<file path="config.mk">
export PLATFORM = sky130hd
export DESIGN_NAME = l1tlb_miss_tracker
export DESIGN_NICKNAME = d
export VERILOG_FILES = /design/src/rtl/l1tlb_miss_tracker_pkg.sv /design/src/rtl/l1tlb_miss_tracker_fflop.sv /design/src/rtl/l1tlb_miss_tracker.sv
export SDC_FILE = /design/constraint.sdc
export NUM_CORES = 1
export LEC_CHECK = 0
export ABC_AREA = 0
export CORE_MARGIN = 4
export CORE_UTILIZATION = 57
export CTS_CLUSTER_DIAMETER = 50
export DETAILED_ROUTE_END_ITERATION = 6
export PLACE_DENSITY = 0.84
export SLEW_MARGIN = 20
export SYNTH_ARGS = -nofsm -noshare
export SYNTH_HDL_FRONTEND = slang
export SYNTH_HIERARCHICAL = 1
export SYNTH_SLANG_ARGS = --single-unit
</file>
<file path="constraint.sdc">
create_clock -name clk -period 8 [get_ports clk]
set_clock_uncertainty 0.2 [all_clocks]
set_input_delay 2 -clock clk [delete_from_list [all_inputs] [get_ports clk]]
set_output_delay 2 -clock clk [all_outputs]
set_load 0.02 [all_outputs]
</file>
<file path="src/rtl/l1tlb_miss_tracker_pkg.sv">
// Shared types and widths for the L1TLB miss tracker: request/ack/fill payloads and the
// per-entry tracking state.
package l1tlb_miss_tracker_pkg;

    localparam int L1TLB_LADDR_W  = 39;
    localparam int L1TLB_VPN_W    = 27;
    localparam int L1TLB_PGOFF_W  = L1TLB_LADDR_W - L1TLB_VPN_W;
    localparam int L1TLB_RID_W    = 2;
    localparam int L1TLB_HPADDR_W = 11;
    localparam int L1TLB_PPADDR_W = 3;
    localparam int L1TLB_DCTLBE_W = 13;

    typedef enum logic [1:0] {
        FREE = 2'd0,
        PEND = 2'd1,
        WAIT = 2'd2
    } l1tlb_mshr_state_t;

    typedef struct packed {
        logic [L1TLB_RID_W-1:0]   rid;
        logic [L1TLB_LADDR_W-1:0] laddr;
    } I_l1tlbtol2tlb_req_type;

    typedef struct packed {
        logic [L1TLB_RID_W-1:0]    rid;
        logic [L1TLB_HPADDR_W-1:0] hpaddr;
        logic [L1TLB_PPADDR_W-1:0] ppaddr;
        logic [L1TLB_DCTLBE_W-1:0] dctlbe;
    } I_l2tlbtol1tlb_ack_type;

    typedef struct packed {
        logic [L1TLB_VPN_W-1:0]    vpn;
        logic [L1TLB_HPADDR_W-1:0] hpaddr;
        logic [L1TLB_PPADDR_W-1:0] ppaddr;
        logic [L1TLB_DCTLBE_W-1:0] dctlbe;
    } l1tlb_fill_t;

    // Page-aligned logical address of a virtual page number.
    function automatic logic [L1TLB_LADDR_W-1:0] vpn_to_laddr(input logic [L1TLB_VPN_W-1:0] vpn);
        return {vpn, {L1TLB_PGOFF_W{1'b0}}};
    endfunction

endpackage

</file>
<file path="src/rtl/l1tlb_miss_tracker_fflop.sv">
// Single-entry valid/retry output register: loads whenever it is empty or draining, so a
// drain and a reload in the same cycle leave no bubble.
module l1tlb_miss_tracker_fflop #(
    parameter int W = 8
) (
    input  logic         clk,
    input  logic         reset,
    input  logic         din_valid_i,
    output logic         din_retry_o,
    input  logic [W-1:0] din_i,
    output logic         q_valid_o,
    input  logic         q_retry_i,
    output logic [W-1:0] q_o
);

    logic         valid_q;
    logic [W-1:0] data_q;

    assign din_retry_o = valid_q && q_retry_i;
    assign q_valid_o   = valid_q;
    assign q_o         = data_q;

    // NOTE: sequential state uses non-blocking assignments only, so every flop samples
    // the pre-edge value of every other flop regardless of statement order.
    always_ff @(posedge clk or posedge reset) begin
        if (reset) begin
            valid_q <= 1'b0;
            data_q  <= '0;
        end else if (din_valid_i && !din_retry_o) begin
            valid_q <= 1'b1;
            data_q  <= din_i;
        end else if (!q_retry_i) begin
            valid_q <= 1'b0;
        end
    end

endmodule

</file>
<file path="src/rtl/l1tlb_miss_tracker.sv">
// L1TLB miss tracker: one entry per distinct in-flight page, one L2TLB request per entry,
// acks matched by rid and returned to the L1TLB array through a registered fill.
module l1tlb_miss_tracker
    import l1tlb_miss_tracker_pkg::*;
#(
    parameter int ENTRIES = 4,
    parameter int RID_W   = L1TLB_RID_W
) (
    input  logic                      clk,
    input  logic                      reset,
    input  logic                      miss_valid,
    output logic                      miss_retry,
    input  logic [L1TLB_LADDR_W-1:0]  miss_laddr,
    output logic                      l1tlbtol2tlb_req_valid,
    input  logic                      l1tlbtol2tlb_req_retry,
    output logic [RID_W-1:0]          l1tlbtol2tlb_req_rid,
    output logic [L1TLB_LADDR_W-1:0]  l1tlbtol2tlb_req_laddr,
    input  logic                      l2tlbtol1tlb_ack_valid,
    output logic                      l2tlbtol1tlb_ack_retry,
    input  logic [RID_W-1:0]          l2tlbtol1tlb_ack_rid,
    input  logic [L1TLB_HPADDR_W-1:0] l2tlbtol1tlb_ack_hpaddr,
    input  logic [L1TLB_PPADDR_W-1:0] l2tlbtol1tlb_ack_ppaddr,
    input  logic [L1TLB_DCTLBE_W-1:0] l2tlbtol1tlb_ack_dctlbe,
    output logic                      fill_valid,
    input  logic                      fill_retry,
    output logic [L1TLB_VPN_W-1:0]    fill_vpn,
    output logic [L1TLB_HPADDR_W-1:0] fill_hpaddr,
    output logic [L1TLB_PPADDR_W-1:0] fill_ppaddr,
    output logic [L1TLB_DCTLBE_W-1:0] fill_dctlbe,
    output logic                      busy,
    output logic                      err_bad_rid
);

    l1tlb_mshr_state_t      state_q [ENTRIES];
    l1tlb_mshr_state_t      state_d [ENTRIES];
    logic [L1TLB_VPN_W-1:0] vpn_q   [ENTRIES];
    logic                   lock_q;
    logic [RID_W-1:0]       lock_rid_q;
    logic                   err_q;

    logic [L1TLB_VPN_W-1:0] miss_vpn;
    logic [L1TLB_PGOFF_W-1:0] unused_laddr_pgoff;
    I_l2tlbtol1tlb_ack_type ack;
    I_l1tlbtol2tlb_req_type req;
    l1tlb_fill_t            fill_in, fill_out;

    logic any_free, any_pend, any_match, any_busy;
    logic [RID_W-1:0] alloc_rid, pend_rid;
    logic ack_hit, ack_fire, ack_good, miss_alloc, req_fire;

    assign miss_vpn           = miss_laddr[L1TLB_LADDR_W-1:L1TLB_PGOFF_W];
    assign unused_laddr_pgoff = miss_laddr[L1TLB_PGOFF_W-1:0];

    assign ack = '{rid:    l2tlbtol1tlb_ack_rid,
                   hpaddr: l2tlbtol1tlb_ack_hpaddr,
                   ppaddr: l2tlbtol1tlb_ack_ppaddr,
                   dctlbe: l2tlbtol1tlb_ack_dctlbe};

    // Bad-rid acks are still accepted (ack_fire) but never reach the fill register.
    assign ack_hit  = (state_q[ack.rid] == WAIT);
    assign ack_fire = l2tlbtol1tlb_ack_valid && !l2tlbtol1tlb_ack_retry;
    assign ack_good = ack_fire && ack_hit;

    // NOTE: every always_comb output gets a default before any conditional update, so no
    // path can leave a value unassigned and infer a latch.
    always_comb begin
        any_free  = 1'b0;
        any_pend  = 1'b0;
        any_match = 1'b0;
        any_busy  = 1'b0;
        alloc_rid = '0;
        pend_rid  = '0;
        // Descending scan so the lowest index is the last (winning) assignment.
        for (int i = ENTRIES - 1; i >= 0; i--) begin
            if (state_q[i] == FREE) begin
                any_free  = 1'b1;
                alloc_rid = RID_W'(i);
            end else begin
                any_busy = 1'b1;
            end
            if (state_q[i] == PEND) begin
                any_pend = 1'b1;
                pend_rid = RID_W'(i);
            end
            if (state_q[i] != FREE && vpn_q[i] == miss_vpn && !(ack_good && ack.rid == RID_W'(i)))
                any_match = 1'b1;
        end
    end

    assign miss_retry = !any_match && !any_free;
    assign miss_alloc = miss_valid && !any_match && any_free;

    assign req.rid   = lock_q ? lock_rid_q : pend_rid;
    assign req.laddr = vpn_to_laddr(vpn_q[req.rid]);
    assign req_fire  = any_pend && !l1tlbtol2tlb_req_retry;

    always_comb begin
        for (int i = 0; i < ENTRIES; i++) state_d[i] = state_q[i];
        if (miss_alloc) state_d[alloc_rid] = PEND;
        if (req_fire)   state_d[req.rid]   = WAIT;
        if (ack_good)   state_d[ack.rid]   = FREE;
    end

    always_ff @(posedge clk or posedge reset) begin
        if (reset) begin
            for (int i = 0; i < ENTRIES; i++) state_q[i] <= FREE;
            lock_q     <= 1'b0;
            lock_rid_q <= '0;
            err_q      <= 1'b0;
        end else begin
            state_q    <= state_d;
            lock_q     <= any_pend && l1tlbtol2tlb_req_retry;
            lock_rid_q <= req.rid;
            err_q      <= err_q || (ack_fire && !ack_hit);
        end
    end

    // NOTE: the vpn array has no reset; an entry's vpn is only read while its state is
    // not FREE, and every allocation writes it first.
    always_ff @(posedge clk) begin
        if (miss_alloc) vpn_q[alloc_rid] <= miss_vpn;
    end

    assign fill_in = '{vpn:    vpn_q[ack.rid],
                       hpaddr: ack.hpaddr,
                       ppaddr: ack.ppaddr,
                       dctlbe: ack.dctlbe};

    l1tlb_miss_tracker_fflop #(
        .W($bits(l1tlb_fill_t))
    ) u_fill (
        .clk         (clk),
        .reset       (reset),
        .din_valid_i (l2tlbtol1tlb_ack_valid && ack_hit),
        .din_retry_o (l2tlbtol1tlb_ack_retry),
        .din_i       (fill_in),
        .q_valid_o   (fill_valid),
        .q_retry_i   (fill_retry),
        .q_o         (fill_out)
    );

    assign l1tlbtol2tlb_req_valid = any_pend;
    assign l1tlbtol2tlb_req_rid   = req.rid;
    assign l1tlbtol2tlb_req_laddr = req.laddr;
    assign fill_vpn               = fill_out.vpn;
    assign fill_hpaddr            = fill_out.hpaddr;
    assign fill_ppaddr            = fill_out.ppaddr;
    assign fill_dctlbe            = fill_out.dctlbe;
    assign busy                   = any_busy;
    assign err_bad_rid            = err_q;

endmodule

</file>
==> out/metrics.csv, run 1 <==
stage;metric;value;unit
floorplanning;start_util;0.5903;
grt;globalRouteOverflowTotal;0;
routing;ant_nets;0;
clock_tree;cts.htree.levels;4;
place;gp_congestion;0.9175;
routing;wl_per_cell;23.20;um
grt;grt_pass1_vias;6652;
pwr;p_leak;0.004121;uW
logic_synthesis;ys_seq_area_frac;0.5422;
cells_and_area;layout_commonest_cell;clkdlybuf4s50_1;
cells_and_area;fillerInstances;1028;
setup_path;arrival;4850;ps
setup_path;reg2reg_slack;4670;ps
grt;grt_first_pass_wirelength;37.03;mm
clock_tree;cts_resized;0;
floorplanning;dieArea;0.01800;mm2
sta;final-hold-violation-count;0;
clock_tree;clockRootBuffer;clkbuf_16;
pwr;p_switching;1870;uW
clock_tree;clockBufferDepth;2;
grt;grt_usage;0.2738;
setup_path;critPathMaxStageDelay;670;ps
setup_path;worst_path_max_delay_cell;nor4_1;
logic_synthesis;async_flop_share;0.3829;
sta;period_share;0.8808;
min_path;min_path_cells;1;
clock_tree;cts.sinks;175;
sta;fin_crit;7047;ps
pwr;powerDensity;418.2;mW/mm2
cells_and_area;fin_cells;1054;
pwr;p_seq_frac;0.302;
logic_synthesis;synth_area_leaders;edfxtp_1 36%, dfrtp_1 18%, mux2_4 8.3%;
logic_synthesis;synth_cell_types;59;
min_path;hold_start;err_bad_rid;
grt;antenna_found_initial;0;
setup_path;rr_endpoint;state_q[4];
clock_tree;cts_buffers;17;
pwr;vdd_drop_max;0.3664;mV
min_path;worstHoldEndpoint;err_bad_rid;
sta;drv_slew;0;
setup_path;r2r-start;state_q[3];
logic_synthesis;synth_cells;684;
setup_path;r2r_cells;8;
place;placed_cells;1022;
pwr;p_int;2802;uW
setup_path;start_kind;input port;
clock_tree;clk_pin_slew;60;ps
setup_path;critPathRequiredTime;5800;ps
setup_path;crit_chain;clkdlybuf4s50_1 -> xnor2_1 -> nand4_1 -> nor4_1 -> nand3_1 -> and4bb_1 -> clkdlybuf4s50_1;
pwr;clkPwrFrac;0.162;
sta;fmax;141.9;MHz
logic_synthesis;yosys_warnings;6;
place;io_buffers;150;
clock_tree;holdBufCountCts;0;
logic_synthesis;synth_edf_count;108;
floorplanning;rows;45;
logic_synthesis;synth_top_area_frac;0.3574;
pwr;pwr-share-comb;0.535;
sta;slew_headroom;0.2723;
sta;grt_setup_unrepaired;false;
setup_path;end_kind;primary output;
sta;setup_tns;0;ps
clock_tree;clk_latency;430;ps
cells_and_area;area_growth;23.14;%
floorplanning;core-area;0.01537;mm2
setup_path;path_common_cell;clkdlybuf4s50_1;
routing;dr.first_iter.drc_count;633;
logic_synthesis;ys_ff_latch;175;
floorplanning;io_pins;175;
logic_synthesis;synth.avg_cell_area;13.27;um2
clock_tree;cts_tree;done;
routing;drc;0;
place;place_hpwl;16.83;mm
clock_tree;postCtsSetupBuffers;0;
cells_and_area;nets;904;
floorplanning;die_x;134.2;um
cells_and_area;final_cell_mix;149 x clkdlybuf4s50_1, 114 x nand2_1, 108 x edfxtp_1;
cells_and_area;drive_above_1_share;0.1601;
grt;grt_max_degree;60;
sta;setup_viol;0;
cells_and_area;num_antenna_cells;0;
status;status;completed;
logic_synthesis;synth_top_cell_by_area;edfxtp_1;
logic_synthesis;ys.flop_type;edfxtp_1;
min_path;holdCritPathClass;reg -> reg;
run;maxCapViolCount;0;
routing;dr.pass1.iters;6;
routing;drt-vias-per-instance;6.070;
floorplanning;die_h;134.2;um
setup_path;cp_max_fo;8;
pwr;switching_share;0.4003;
sta;worst_pin_slew;1092;ps
logic_synthesis;syn_area;0.009074;mm2
setup_path;critPathKind;in -> out;
routing;routed-via-count;6398;
routing;finalWirelength;24.46;mm
final cells by class:
| class | instances | area [um2] | area share |
|---|---|---|---|
| Inverter | 10 | 37.54 | 0.003359 |
| Clock inverter | 6 | 33.78 | 0.003024 |
| Clock buffer | 26 | 503.0 | 0.04502 |
| Tap cell | 211 | 264.0 | 0.02363 |
| Multi-Input combinational cell | 469 | 3854 | 0.3449 |
| Sequential cell | 175 | 4920 | 0.4403 |
| Timing Repair Buffer | 157 | 1562 | 0.1398 |
cells in the mapped netlist, drive strengths merged (2+ instances only):
cell,instances
a32o,2
o21ai,6
and3,31
and2,3
clkbuf,6
mux4,27
inv,10
xnor2,80
dfrtp,67
xor2,28
nand4,21
buf,35
a31oi,27
nor2,10
nand2,114
nand3,2
o32a,2
mux2,54
nor2b,5
nand2b,2
edfxtp,108
nor4,12
nor3,2
and4b,2
o311ai,2
a21oi,6
registers in the layout, indices dropped and copies added (netlist names):
register and count:
lock_q 1, err_bad_rid 1, state_q 8, u_fill/q_o 54, lock_rid_q 2, u_fill/q_valid_o 1, vpn_q 108
logic make-up after synthesis:
family,after synthesis,share of synthesized area
xor gates and xnor gates,108,0.1042
muxes,81,0.1547
and+or+nand+nor,211,0.1150
other,1,0.0004133
DFF,175,0.5422
AOI/OAI and AO/OA,57,0.04440
buffers and inverters,51,0.03902
power by group through the flow:
stage	combinational, uW	sequential [uW]	clock (uW)
3_5_place_dp	2490	1420	0
5_1_grt	2640	1440	799
2_1_floorplan	1320	1560	0
4_1_cts	2510	1410	765
6_report	2500	1410	759
3_3_place_gp	2450	1400	0
worst max path at each step:
| stage | from | endpoint | slack [ps] | cells after the start |
|---|---|---|---|---|
| global placement | miss_laddr[12] | miss_retry | 1160 | 7 |
| detailed placement | miss_laddr[30] | miss_retry | 1110 | 7 |
| floorplan | fill_retry | miss_retry | 2460 | 6 |
| global route | miss_laddr[12] | miss_retry | 910 | 7 |
| finish | miss_laddr[12] | miss_retry | 950 | 7 |
| CTS | miss_laddr[12] | miss_retry | 1060 | 7 |
worst max-delay path, delay by kind of cell:
family,cells,cell delay [ps]
xor gates and xnor gates,1,430
buffers and inverters,2,1110
and+or+nand+nor,4,1320
per-stage QoR:
step                  util  setup WS (ps)  instance area (um2)  hold WS [ps]  total power, uW
finish              0.7269          953.5                11170         280.1             4672
global route        0.7269          913.8                11170         320.9             4881
CTS                 0.7269           1058                11170         285.3             4681
detailed placement  0.6920           1114                10640         271.5             3914
global placement    0.6920           1163                10640         261.8             3848
floorplan                -           2462                 9115         323.5             2880
layer usage:
layer	share of wire	wire length (um)	up-vias	global-route usage
li1	-	-	2777	-
met1	0.38	9197	3153	0.3473
met2	0.48	11730	400	0.4385
met3	0.10	2525	68	0.07502
met4	0.041	1004	0	0.1324
met5	0	0	-	0
Power figures use the tool's default switching activity.
==> run 2: changes to the inputs <==
--- a/config.mk
+++ b/config.mk
@@ -16,3 +16,4 @@
 export SYNTH_HDL_FRONTEND = slang
 export SYNTH_HIERARCHICAL = 1
 export SYNTH_SLANG_ARGS = --single-unit
+export TNS_END_PERCENT = 5
==> results of run 2 <==
Final layout, timing and power as in run 1 (identical DEF).
